[src/rtl/pika_pkg.sv]
// Shared definitions for the memory stage: FSM state encoding, instruction
// class flag positions and the NZCV flag width.
package pika_pkg;

  typedef enum logic [1:0] {
    ST_IDLE = 2'd0,
    ST_REQ  = 2'd1,
    ST_WAIT = 2'd2,
    ST_RESP = 2'd3
  } mem_state_e;

  localparam int CLS_ALU = 0;
  localparam int CLS_CMP = 1;
  localparam int CLS_LD  = 2;
  localparam int CLS_STR = 3;
  localparam int CLS_W   = 4;

  localparam int NZCV_W  = 4;

  function automatic logic is_misaligned(input logic [1:0] addr_lo);
    return (addr_lo != 2'b00);
  endfunction

endpackage

[src/rtl/memory_stage_if.sv]
// Request/grant data-memory bus; the pipeline stage is the master and the
// memory is the slave.
interface memory_stage_if #(
  parameter int AW = 32
) ();

  logic          dmem_req;
  logic          dmem_we;
  logic [AW-1:0] dmem_addr;
  logic [31:0]   dmem_wdata;
  logic          dmem_gnt;
  logic          dmem_rvalid;
  logic [31:0]   dmem_rdata;

  modport master (
    output dmem_req, dmem_we, dmem_addr, dmem_wdata,
    input  dmem_gnt, dmem_rvalid, dmem_rdata
  );

  modport slave (
    input  dmem_req, dmem_we, dmem_addr, dmem_wdata,
    output dmem_gnt, dmem_rvalid, dmem_rdata
  );

endinterface

[src/rtl/mem_timeout_ctr.sv]
// Cycle counter bounding the time a transaction may spend in REQ plus WAIT;
// expired is high during the last permitted cycle.
module mem_timeout_ctr #(
  parameter int TIMEOUT = 255
) (
  input  logic clk,
  input  logic rst,
  input  logic clr,
  input  logic en,
  output logic expired
);

  localparam int            CW   = (TIMEOUT > 2) ? $clog2(TIMEOUT) : 1;
  localparam logic [CW-1:0] LAST = CW'(TIMEOUT - 1);

  logic [CW-1:0] cnt_q;
  logic [CW-1:0] cnt_d;

  assign expired = (cnt_q == LAST);

  // Next count: clear wins, then saturating increment while enabled.
  always_comb begin
    cnt_d = cnt_q;
    if (clr) begin
      cnt_d = {CW{1'b0}};
    end else if (en && !expired) begin
      cnt_d = cnt_q + CW'(1'b1);
    end else begin
      cnt_d = cnt_q;
    end
  end

  // Count register.
  always_ff @(posedge clk or posedge rst) begin
    if (rst) begin
      cnt_q <= {CW{1'b0}};
    end else begin
      cnt_q <= cnt_d;
    end
  end

endmodule

[src/rtl/memory_stage.sv]
// Memory stage: retires ALU/compare ops directly and runs load/store
// transactions against the data memory under a cycle-bounded timeout.
module memory_stage
  import pika_pkg::*;
#(
  parameter int TIMEOUT = 255,
  parameter int AW      = 32
) (
  input  logic              clk,
  input  logic              rst,
  input  logic              ex_valid,
  output logic              ex_ready,
  input  logic [31:0]       result,
  input  logic [3:0]        rd_num,
  input  logic [31:0]       rd_val,
  input  logic [31:0]       md,
  input  logic              is_alu_op,
  input  logic              is_cmp_op,
  input  logic              is_ld_op,
  input  logic              is_str_op,
  input  logic [31:0]       cpsr,
  memory_stage_if.master    dmem,
  output logic              wb_valid,
  output logic              wb_reg_we,
  output logic [3:0]        wb_rd_num,
  output logic [31:0]       wb_data,
  output logic              wb_cpsr_we,
  output logic [NZCV_W-1:0] wb_cpsr,
  output logic              mem_err
);

  mem_state_e        state_q, state_d;
  logic              ex_ready_q, ex_ready_d;
  logic              dmem_req_q, dmem_req_d;
  logic              dmem_we_q, dmem_we_d;
  logic [AW-1:0]     dmem_addr_q, dmem_addr_d;
  logic [31:0]       dmem_wdata_q, dmem_wdata_d;
  logic [3:0]        rd_lat_q, rd_lat_d;
  logic              is_ld_q, is_ld_d;
  logic              wb_valid_q, wb_valid_d;
  logic              wb_reg_we_q, wb_reg_we_d;
  logic [3:0]        wb_rd_num_q, wb_rd_num_d;
  logic [31:0]       wb_data_q, wb_data_d;
  logic              wb_cpsr_we_q, wb_cpsr_we_d;
  logic [NZCV_W-1:0] wb_cpsr_q, wb_cpsr_d;
  logic              mem_err_q, mem_err_d;

  logic [CLS_W-1:0]  cls_s;
  logic              ctr_clr_s;
  logic              ctr_en_s;
  logic              ctr_expired_s;
  logic              cpsr_unused;

  assign cls_s[CLS_ALU] = is_alu_op;
  assign cls_s[CLS_CMP] = is_cmp_op;
  assign cls_s[CLS_LD]  = is_ld_op;
  assign cls_s[CLS_STR] = is_str_op;
  assign cpsr_unused    = ^cpsr[31:NZCV_W];
  assign ctr_en_s       = (state_q == ST_REQ) || (state_q == ST_WAIT);

  mem_timeout_ctr #(.TIMEOUT(TIMEOUT)) u_timeout (
    .clk     (clk),
    .rst     (rst),
    .clr     (ctr_clr_s),
    .en      (ctr_en_s),
    .expired (ctr_expired_s)
  );

  // Next-state and next-output logic; write-back fields are single-cycle pulses.
  always_comb begin
    state_d      = state_q;
    dmem_we_d    = dmem_we_q;
    dmem_addr_d  = dmem_addr_q;
    dmem_wdata_d = dmem_wdata_q;
    rd_lat_d     = rd_lat_q;
    is_ld_d      = is_ld_q;
    wb_valid_d   = 1'b0;
    wb_reg_we_d  = 1'b0;
    wb_rd_num_d  = 4'h0;
    wb_data_d    = 32'h0000_0000;
    wb_cpsr_we_d = 1'b0;
    wb_cpsr_d    = {NZCV_W{1'b0}};
    mem_err_d    = 1'b0;
    ctr_clr_s    = 1'b0;
    case (state_q)
      ST_IDLE: begin
        if (!ex_valid) begin
          state_d = ST_IDLE;
        end else if (cls_s[CLS_LD] || cls_s[CLS_STR]) begin
          if (is_misaligned(md[1:0])) begin
            wb_valid_d = 1'b1;
            mem_err_d  = 1'b1;
          end else begin
            state_d      = ST_REQ;
            ctr_clr_s    = 1'b1;
            dmem_addr_d  = md[AW-1:0];
            dmem_wdata_d = rd_val;
            rd_lat_d     = rd_num;
            is_ld_d      = cls_s[CLS_LD];
            dmem_we_d    = ~cls_s[CLS_LD];
          end
        end else if (cls_s[CLS_ALU]) begin
          wb_valid_d  = 1'b1;
          wb_reg_we_d = 1'b1;
          wb_rd_num_d = rd_num;
          wb_data_d   = result;
        end else if (cls_s[CLS_CMP]) begin
          wb_valid_d   = 1'b1;
          wb_cpsr_we_d = 1'b1;
          wb_cpsr_d    = cpsr[NZCV_W-1:0];
        end else begin
          wb_valid_d = 1'b1;
        end
      end
      ST_REQ: begin
        // A load granted on its last permitted cycle without data cannot wait.
        if (dmem.dmem_gnt && !is_ld_q) begin
          state_d    = ST_RESP;
          wb_valid_d = 1'b1;
        end else if (dmem.dmem_gnt && dmem.dmem_rvalid) begin
          state_d     = ST_RESP;
          wb_valid_d  = 1'b1;
          wb_reg_we_d = 1'b1;
          wb_rd_num_d = rd_lat_q;
          wb_data_d   = dmem.dmem_rdata;
        end else if (ctr_expired_s) begin
          state_d    = ST_IDLE;
          wb_valid_d = 1'b1;
          mem_err_d  = 1'b1;
        end else if (dmem.dmem_gnt) begin
          state_d = ST_WAIT;
        end else begin
          state_d = ST_REQ;
        end
      end
      ST_WAIT: begin
        if (dmem.dmem_rvalid) begin
          state_d     = ST_RESP;
          wb_valid_d  = 1'b1;
          wb_reg_we_d = 1'b1;
          wb_rd_num_d = rd_lat_q;
          wb_data_d   = dmem.dmem_rdata;
        end else if (ctr_expired_s) begin
          state_d    = ST_IDLE;
          wb_valid_d = 1'b1;
          mem_err_d  = 1'b1;
        end else begin
          state_d = ST_WAIT;
        end
      end
      ST_RESP: begin
        state_d = ST_IDLE;
      end
      default: begin
        state_d = ST_IDLE;
      end
    endcase
    ex_ready_d = (state_d == ST_IDLE);
    dmem_req_d = (state_d == ST_REQ);
  end

  // State, latched transaction and registered outputs.
  always_ff @(posedge clk or posedge rst) begin
    if (rst) begin
      state_q      <= ST_IDLE;
      ex_ready_q   <= 1'b1;
      dmem_req_q   <= 1'b0;
      dmem_we_q    <= 1'b0;
      dmem_addr_q  <= {AW{1'b0}};
      dmem_wdata_q <= 32'h0000_0000;
      rd_lat_q     <= 4'h0;
      is_ld_q      <= 1'b0;
      wb_valid_q   <= 1'b0;
      wb_reg_we_q  <= 1'b0;
      wb_rd_num_q  <= 4'h0;
      wb_data_q    <= 32'h0000_0000;
      wb_cpsr_we_q <= 1'b0;
      wb_cpsr_q    <= {NZCV_W{1'b0}};
      mem_err_q    <= 1'b0;
    end else begin
      state_q      <= state_d;
      ex_ready_q   <= ex_ready_d;
      dmem_req_q   <= dmem_req_d;
      dmem_we_q    <= dmem_we_d;
      dmem_addr_q  <= dmem_addr_d;
      dmem_wdata_q <= dmem_wdata_d;
      rd_lat_q     <= rd_lat_d;
      is_ld_q      <= is_ld_d;
      wb_valid_q   <= wb_valid_d;
      wb_reg_we_q  <= wb_reg_we_d;
      wb_rd_num_q  <= wb_rd_num_d;
      wb_data_q    <= wb_data_d;
      wb_cpsr_we_q <= wb_cpsr_we_d;
      wb_cpsr_q    <= wb_cpsr_d;
      mem_err_q    <= mem_err_d;
    end
  end

  assign ex_ready        = ex_ready_q;
  assign dmem.dmem_req   = dmem_req_q;
  assign dmem.dmem_we    = dmem_we_q;
  assign dmem.dmem_addr  = dmem_addr_q;
  assign dmem.dmem_wdata = dmem_wdata_q;
  assign wb_valid        = wb_valid_q;
  assign wb_reg_we       = wb_reg_we_q;
  assign wb_rd_num       = wb_rd_num_q;
  assign wb_data         = wb_data_q;
  assign wb_cpsr_we      = wb_cpsr_we_q;
  assign wb_cpsr         = wb_cpsr_q;
  assign mem_err         = mem_err_q;

endmodule

[src/flat_wrapper.sv]
// flat-port wrapper written by rule: the top's interface ports become plain ports
module memory_stage_flat import pika_pkg::*;
#(
  parameter int TIMEOUT = 255,
  parameter int AW      = 32
)
  (clk, rst, ex_valid, ex_ready, result, rd_num, rd_val, md, is_alu_op, is_cmp_op, is_ld_op, is_str_op, cpsr, wb_valid, wb_reg_we, wb_rd_num, wb_data, wb_cpsr_we, wb_cpsr, mem_err, dmem_dmem_req, dmem_dmem_we, dmem_dmem_addr, dmem_dmem_wdata, dmem_dmem_gnt, dmem_dmem_rvalid, dmem_dmem_rdata);
  memory_stage_if #(.AW(AW)) dmem_i ();
  input  logic clk;
  input  logic rst;
  input  logic ex_valid;
  output logic ex_ready;
  input  logic [31:0] result;
  input  logic [3:0] rd_num;
  input  logic [31:0] rd_val;
  input  logic [31:0] md;
  input  logic is_alu_op;
  input  logic is_cmp_op;
  input  logic is_ld_op;
  input  logic is_str_op;
  input  logic [31:0] cpsr;
  output logic wb_valid;
  output logic wb_reg_we;
  output logic [3:0] wb_rd_num;
  output logic [31:0] wb_data;
  output logic wb_cpsr_we;
  output logic [NZCV_W-1:0] wb_cpsr;
  output logic mem_err;
  output wire logic [$bits(dmem_i.dmem_req)-1:0] dmem_dmem_req;
  output wire logic [$bits(dmem_i.dmem_we)-1:0] dmem_dmem_we;
  output wire logic [$bits(dmem_i.dmem_addr)-1:0] dmem_dmem_addr;
  output wire logic [$bits(dmem_i.dmem_wdata)-1:0] dmem_dmem_wdata;
  input wire logic [$bits(dmem_i.dmem_gnt)-1:0] dmem_dmem_gnt;
  input wire logic [$bits(dmem_i.dmem_rvalid)-1:0] dmem_dmem_rvalid;
  input wire logic [$bits(dmem_i.dmem_rdata)-1:0] dmem_dmem_rdata;
  assign dmem_dmem_req = dmem_i.dmem_req;
  assign dmem_dmem_we = dmem_i.dmem_we;
  assign dmem_dmem_addr = dmem_i.dmem_addr;
  assign dmem_dmem_wdata = dmem_i.dmem_wdata;
  assign dmem_i.dmem_gnt = dmem_dmem_gnt;
  assign dmem_i.dmem_rvalid = dmem_dmem_rvalid;
  assign dmem_i.dmem_rdata = dmem_dmem_rdata;
  memory_stage #(.TIMEOUT(TIMEOUT), .AW(AW)) u_core (.clk(clk), .rst(rst), .ex_valid(ex_valid), .ex_ready(ex_ready), .result(result), .rd_num(rd_num), .rd_val(rd_val), .md(md), .is_alu_op(is_alu_op), .is_cmp_op(is_cmp_op), .is_ld_op(is_ld_op), .is_str_op(is_str_op), .cpsr(cpsr), .dmem(dmem_i), .wb_valid(wb_valid), .wb_reg_we(wb_reg_we), .wb_rd_num(wb_rd_num), .wb_data(wb_data), .wb_cpsr_we(wb_cpsr_we), .wb_cpsr(wb_cpsr), .mem_err(mem_err));
endmodule
[config.mk]
export PLATFORM = sky130hd
export DESIGN_NAME = memory_stage_flat
export DESIGN_NICKNAME = d
export VERILOG_FILES = /design/src/rtl/pika_pkg.sv /design/src/rtl/memory_stage_if.sv /design/src/rtl/mem_timeout_ctr.sv /design/src/rtl/memory_stage.sv /design/src/flat_wrapper.sv
export SDC_FILE = /design/constraint.sdc
export NUM_CORES = 1
export LEC_CHECK = 0
export CAP_MARGIN = 5
export CORE_ASPECT_RATIO = 0.75
export CORE_MARGIN = 3
export CORE_UTILIZATION = 42
export CTS_CLUSTER_DIAMETER = 120
export DETAILED_ROUTE_END_ITERATION = 8
export MAX_ROUTING_LAYER = met4
export PLACE_DENSITY = 0.88
export SLEW_MARGIN = 40
export SYNTH_ARGS = -nofsm -noshare
export SYNTH_HDL_FRONTEND = slang
export SYNTH_SLANG_ARGS = --single-unit
export TNS_END_PERCENT = 50
[constraint.sdc]
create_clock -name clk -period 11.9 [get_ports clk]
set_clock_uncertainty 0.15 [all_clocks]
set_input_delay 3.57 -clock clk [delete_from_list [all_inputs] [get_ports clk]]
set_output_delay 3.57 -clock clk [all_outputs]
set_load 0.01 [all_outputs]
======== Yosys cells after proc, flatten, opt, wreduce, memory -nomap -nowiden ========
Index checks and enable logic that the tools add are counted.
Widths: inputs -> output; s select.
word-level totals
  logic and storage cells ................. 97
  input bits .............................. 173
  register bits after elaboration ......... 126
  output and inout port bits .............. 111
cells by class
  $add $sub $neg .......................... 1
  bitwise operators ....................... 2
  equal/unequal tests ..................... 5
  reduce and logical (&&, ||, !) cells .... 12
  mux-type cells .......................... 61
operators by type and width
  cell                 count
  $mux 32              6
  $pmux 32 s3          1
  $mux 4               11
  $mux 1               27
  $mux 2               9
  $mux 8               2
  $pmux 4 s3           1
  $pmux 1 s3           3
  $add 8x1->8 const B  1
  $eq 8x8->1 const B   1
  $pmux 2 s4           1
  $eq 2x1->1 const B   2
  $eq 2x2->1 const B   2
  $logic_not 2->1      2
  $reduce_and 4->1     1
  $reduce_bool 2->1    2
  $logic_and 1x1->1    3
  $logic_not 1->1      2
  $logic_or 1x1->1     2
  $not 1->1            2

======== Logic depth before layout (Yosys ltp) ========
  depth after elaboration ................. 6
  gate-level depth with buffers ........... 8
  mapped depth without buffers ............ 6

======== Hierarchy ========
Synthesis repeated with hierarchy kept, for this count alone.
second synthesis, totals
  cells, all modules ...................... 335
  area total of the unflattened synthesis .. 4953.5 µm²
by module, submodules not included
  module           area each (µm²)  instances  seq. area each (µm²)  cells each
  memory_stage     4464.3           1          2954.1                283
  mem_timeout_ctr  489.2            1          200.2                 52

======== Worst setup path after synthesis ========
Ideal clock, no wire load.
  kind .................................... input -> register
  from .................................... input md[0]
  to ...................................... register u_core.dmem_addr_q[10], in the netlist u_core.dmem.dmem_addr[10]
  setup slack ............................. 7.095 ns
  library setup time ...................... 0.127 ns
  required time ........................... 11.623 ns
  data arrival time ....................... 4.527 ns
  buffers on the path ..................... 2
  cell stages on the path ................. 6
  cell sequence ........................... nor2_1 o21ai_2 nor2_4 buf_6 buf_6 mux2_1
between the ends
  longest elaborated chain between the ends .. 3
ends and longest elaborated chain
  element                            line                 text
  start: declaration                 flat_wrapper.sv:16   input logic [31:0] md;
  $reduce_bool 2->1                  pika_pkg.sv:21       return (addr_lo != 2'b00);
  $not 1->1 (no source line)         -
  $reduce_and 4->1 (no source line)  -
  end signal: assignment             memory_stage.sv:169  dmem_addr_q <= {AW{1'b0}};
  end signal: assignment             memory_stage.sv:185  dmem_addr_q <= dmem_addr_d;
  end: declaration                   memory_stage.sv:36   logic [AW-1:0] dmem_addr_q, dmem_addr_d;
No other way between the ends.
A chain may end at the register's enable or synchronous reset.

======== Worst setup path after layout ========
  from .................................... input md[0]
  to ...................................... register u_core.dmem_addr_q[30], in the netlist u_core.dmem.dmem_addr[30]
The elaborated chain is that of the path after synthesis.

==> summary.txt <==
Place
  – HPWL after detailed placement: 10.55 mm
  – Post-Place Worst Slack: 5.720 ns
  – Port-buffer cells: 255
  – Gpl congestion: 0.8366

Global routing
  – Global-route wire length before repair: 23.38 mm
  – Remaining global-route overflow: 0
  – Gr usage total: 0.2296
  – Vias in the first global route: 4360
  – Largest net degree at the start of global routing: 65
  – Initial antenna violation count: 0

Pwr
  – Seq pwr share: 0.372
  – Internal power: 0.001180 W
  – Leak: 3.571 nW
  – Peak supply drop: 0.1079 mV
  – Tot Pwr: 0.001593 W
  – PD cells: 190.1 nW/um^2
  – Psw: 0.0004121 W
  – Clock power frac: 0.356
  – Gate power share: 0.272
  – Sw frac: 0.2588

Timing
  – Setup Total Neg Slack: 0 ns
  – Max-slew violations: 0
  – Minimum clock period: 5.759 ns
  – Final Hold Viols: 0
  – Worst Tran Pin Value: 0.7251 ns
  – Achievable Freq: 173.6 MHz
  – Final setup margin: 6.141 ns
  – Tcrit/Tclk final: 0.4840
  – Final setup fails: 0
  – Hold_ws: 0.3346 ns
  – Unrepaired setup endpoints after global routing: false
  – Rel. slew slack: 0.5166

Clock network
  – CTS Buf Count: 17
  – Clk sinks: 126
  – Clock Path Buffers: 2
  – Root buffer cell: clkbuf_16
  – Post-CTS setup repair buffer count: 0
  – Hold Buf Count CTS: 0
  – CTS resizes: 0
  – CTS tree: yes
  – Clock latency on the worst-skew pair: 0.40 ns
  – Clock-pin slew on the worst setup and hold paths: 0.06 ns
  – CTS H-Tree Depth: 4

Cells and area
  – FILL cells: 795
  – Nets: 813
  – Antenna diodes: 0
  – Layout cells sized above 1: 0.1607
  – Syn-to-layout area delta: 65.90%

Drt
  – Total routed wirelength: 14.48 mm
  – Routed vias/inst: 5.059
  – Routed WL per cell: 17.90 microns
  – DRC Markers: 0
  – Vias: 4093
  – Post-route ant nets: 0
  – DR iter-0 viols: 179
  – TritonRoute pass-1 iters: 4

Setup path
  – R2R Setup Slk: 9.01 ns
  – CP Capture Type: flip-flop
  – Crit path arrival time: 5.89 ns
  – Reg2reg path depth: 6
  – Critical path's slowest cell: buf_4
  – CP max FO: 60
  – Worst reg2reg startpoint: u_core.state_q[0]$_DFF_PP0_
  – Worst setup path start: md[0]
  – Critical path type: in2reg
  – Critical path required time: 12.03 ns
  – Slowest stage delay, CP: 0.69 ns
  – Worst r2r dst: u_core.dmem.dmem_addr[30]$_DFFE_PP0P_
  – Critical-path cell list: clkdlybuf4s50_1 -> nor2_1 -> o21ai_2 -> nor2_4 -> buf_4 -> mux2_2
  – Critical Path Source Type: input pin

Die
  – Starting density of the core: 0.4331
  – Die area: 13390 sq um
  – Area of the core: 11660 sq um
  – Die X: 132.6 microns
  – I/O Pins: 284
  – Row cnt: 34
  – DIE HEIGHT: 101.0 microns

Flow run
  – Max Cap Viol: 0

Yosys
  – Prevailing post-synth register cell: dfrtp_1
  – Syn Inst Count: 375
  – EDFF count, synth: 0
  – Area contributors post-synth: dfrtp_1, mux2_2, a22oi_1, nor2_1, mux2_1
  – Synth top area share: 0.6196
  – Synth warnings: 0
  – Synth top cells by count: dfrtp_1, mux2_2, nor2_1, a22oi_1, buf_4
  – Post-synthesis instance area: 5049 sq um
  – Synthesized area per cell: 13.46 sq um
  – Most common cell in the netlist: dfrtp_1
  – #FFs+latches synth: 126
  – Area leader, netlist: dfrtp_1
  – Post-synth cell types: 44
  – Net count after synthesis: 554
  – Post-synth ARST share: 1.000
  – Sequential share of the synthesized area: 0.6248

Min path
  – Worst min path class: reg2reg
  – Hold path cells: 1
  – Hold Path End: u_core.dmem.dmem_addr[8]$_DFFE_PP0P_
  – HP Start: u_core.dmem.dmem_addr[8]$_DFFE_PP0P_

Outcome
  – Status: completed
worst max path at each step:
stage                                        endpoint  slack (ns)  cells past startpoint
2_1_floorplan    u_core.dmem.dmem_addr[0]$_DFFE_PP0P_        4.83                      1
4_1_cts         u_core.dmem.dmem_addr[30]$_DFFE_PP0P_        6.14                      6
6_report        u_core.dmem.dmem_addr[30]$_DFFE_PP0P_        6.14                      6
3_3_place_gp   u_core.dmem.dmem_wdata[21]$_DFFE_PP0P_        5.83                      6
5_1_grt         u_core.dmem.dmem_addr[30]$_DFFE_PP0P_        5.98                      6
3_5_place_dp   u_core.dmem.dmem_wdata[27]$_DFFE_PP0P_        5.72                      6
area by class of cell:
type	instances	area, sq um	area share
flip-flops and latches	126	3154	0.3766
multi-input cells	223	1742	0.2079
well taps	162	202.7	0.02420
clock inverters	13	212.7	0.02540
clock buffers	19	442.9	0.05288
inverters	6	27.53	0.003287
repair buffers	260	2594	0.3097
sequential cells by signal, indices dropped and copies added, names as in the netlist, 2 cells and up:
register                cells
u_core.u_timeout.cnt_q      8
u_core.dmem.dmem_wdata     32
u_core.state_q              2
u_core.wb_cpsr              4
u_core.wb_data             32
u_core.wb_rd_num            4
u_core.dmem.dmem_addr      32
u_core.rd_lat_q             4
per-layer routing:
layer / GRT usage / wire (microns) / vias up
li1: - / - / 1840
met3: 0.06687 / 1032 / 22
met1: 0.2813 / 5846 / 2035
met5: - / 0 / -
met4: 0.07109 / 244 / 0
met2: 0.3732 / 7355 / 196
cells in the final DEF, fill, tap and decap left out, types with 2 or more instances in the layout:
cell type and instances:
dfrtp_1 125, and2_1 6, a22oi_1 36, xnor2_1 3, inv_6 2, nand3_1 5, and3_1 2, ha_1 6
nor2_1 48, o21ai_0 5, clkinvlp_4 3, a21oi_1 6, nor2b_1 3, a31oi_1 3, clkinv_4 3, or3_1 2
inv_1 5, clkdlybuf4s50_1 255, mux2_1 9, xor2_1 3, bufinv_16 5, nand2_1 5, or2_2 2, buf_4 4
clkbuf_16 17, mux2_2 58
power by group through the flow:
stage / Combinational (W) / Clock (W) / Sequential, W
after floorplan: 0.000127 / 0 / 0.000632
after global placement: 0.000424 / 0 / 0.000589
after detailed placement: 0.000436 / 0 / 0.000598
after CTS: 0.000440 / 0.000577 / 0.000593
after global routing: 0.000464 / 0.000598 / 0.000607
final: 0.000434 / 0.000567 / 0.000592
logic make-up (layout without fill, tap and decap cells):
family | Yosys count | count (layout) | share of synthesized area
AND/OR/NAND/NOR | 84 | 84 | 0.08600
multiplexers | 68 | 68 | 0.1514
XOR/XNOR | 6 | 6 | 0.01041
adder cells (fa/ha/maj) | 6 | 6 | 0.01487
AO/OA/AOI/OAI | 59 | 59 | 0.08179
buffers and inverters | 26 | 298 | 0.03073
flip-flops | 126 | 126 | 0.6248
worst max-delay path, delay by kind of cell:
| family | cells | cell delay (ns) |
|---|---|---|
| buf+inv | 2 | 1.11 |
| mux | 1 | 0.43 |
| compound gates | 1 | 0.12 |
| simple gates | 2 | 0.62 |
per-stage QoR:
stage	cell area [sq um]	util	cells
floorplan	5049	-	375
global placement	7714	0.6618	777
detailed placement	7714	0.6618	777
CTS	8369	0.7180	809
global route	8376	0.7185	809
finish	8376	0.7185	809
(Power assumes the default switching activity.)
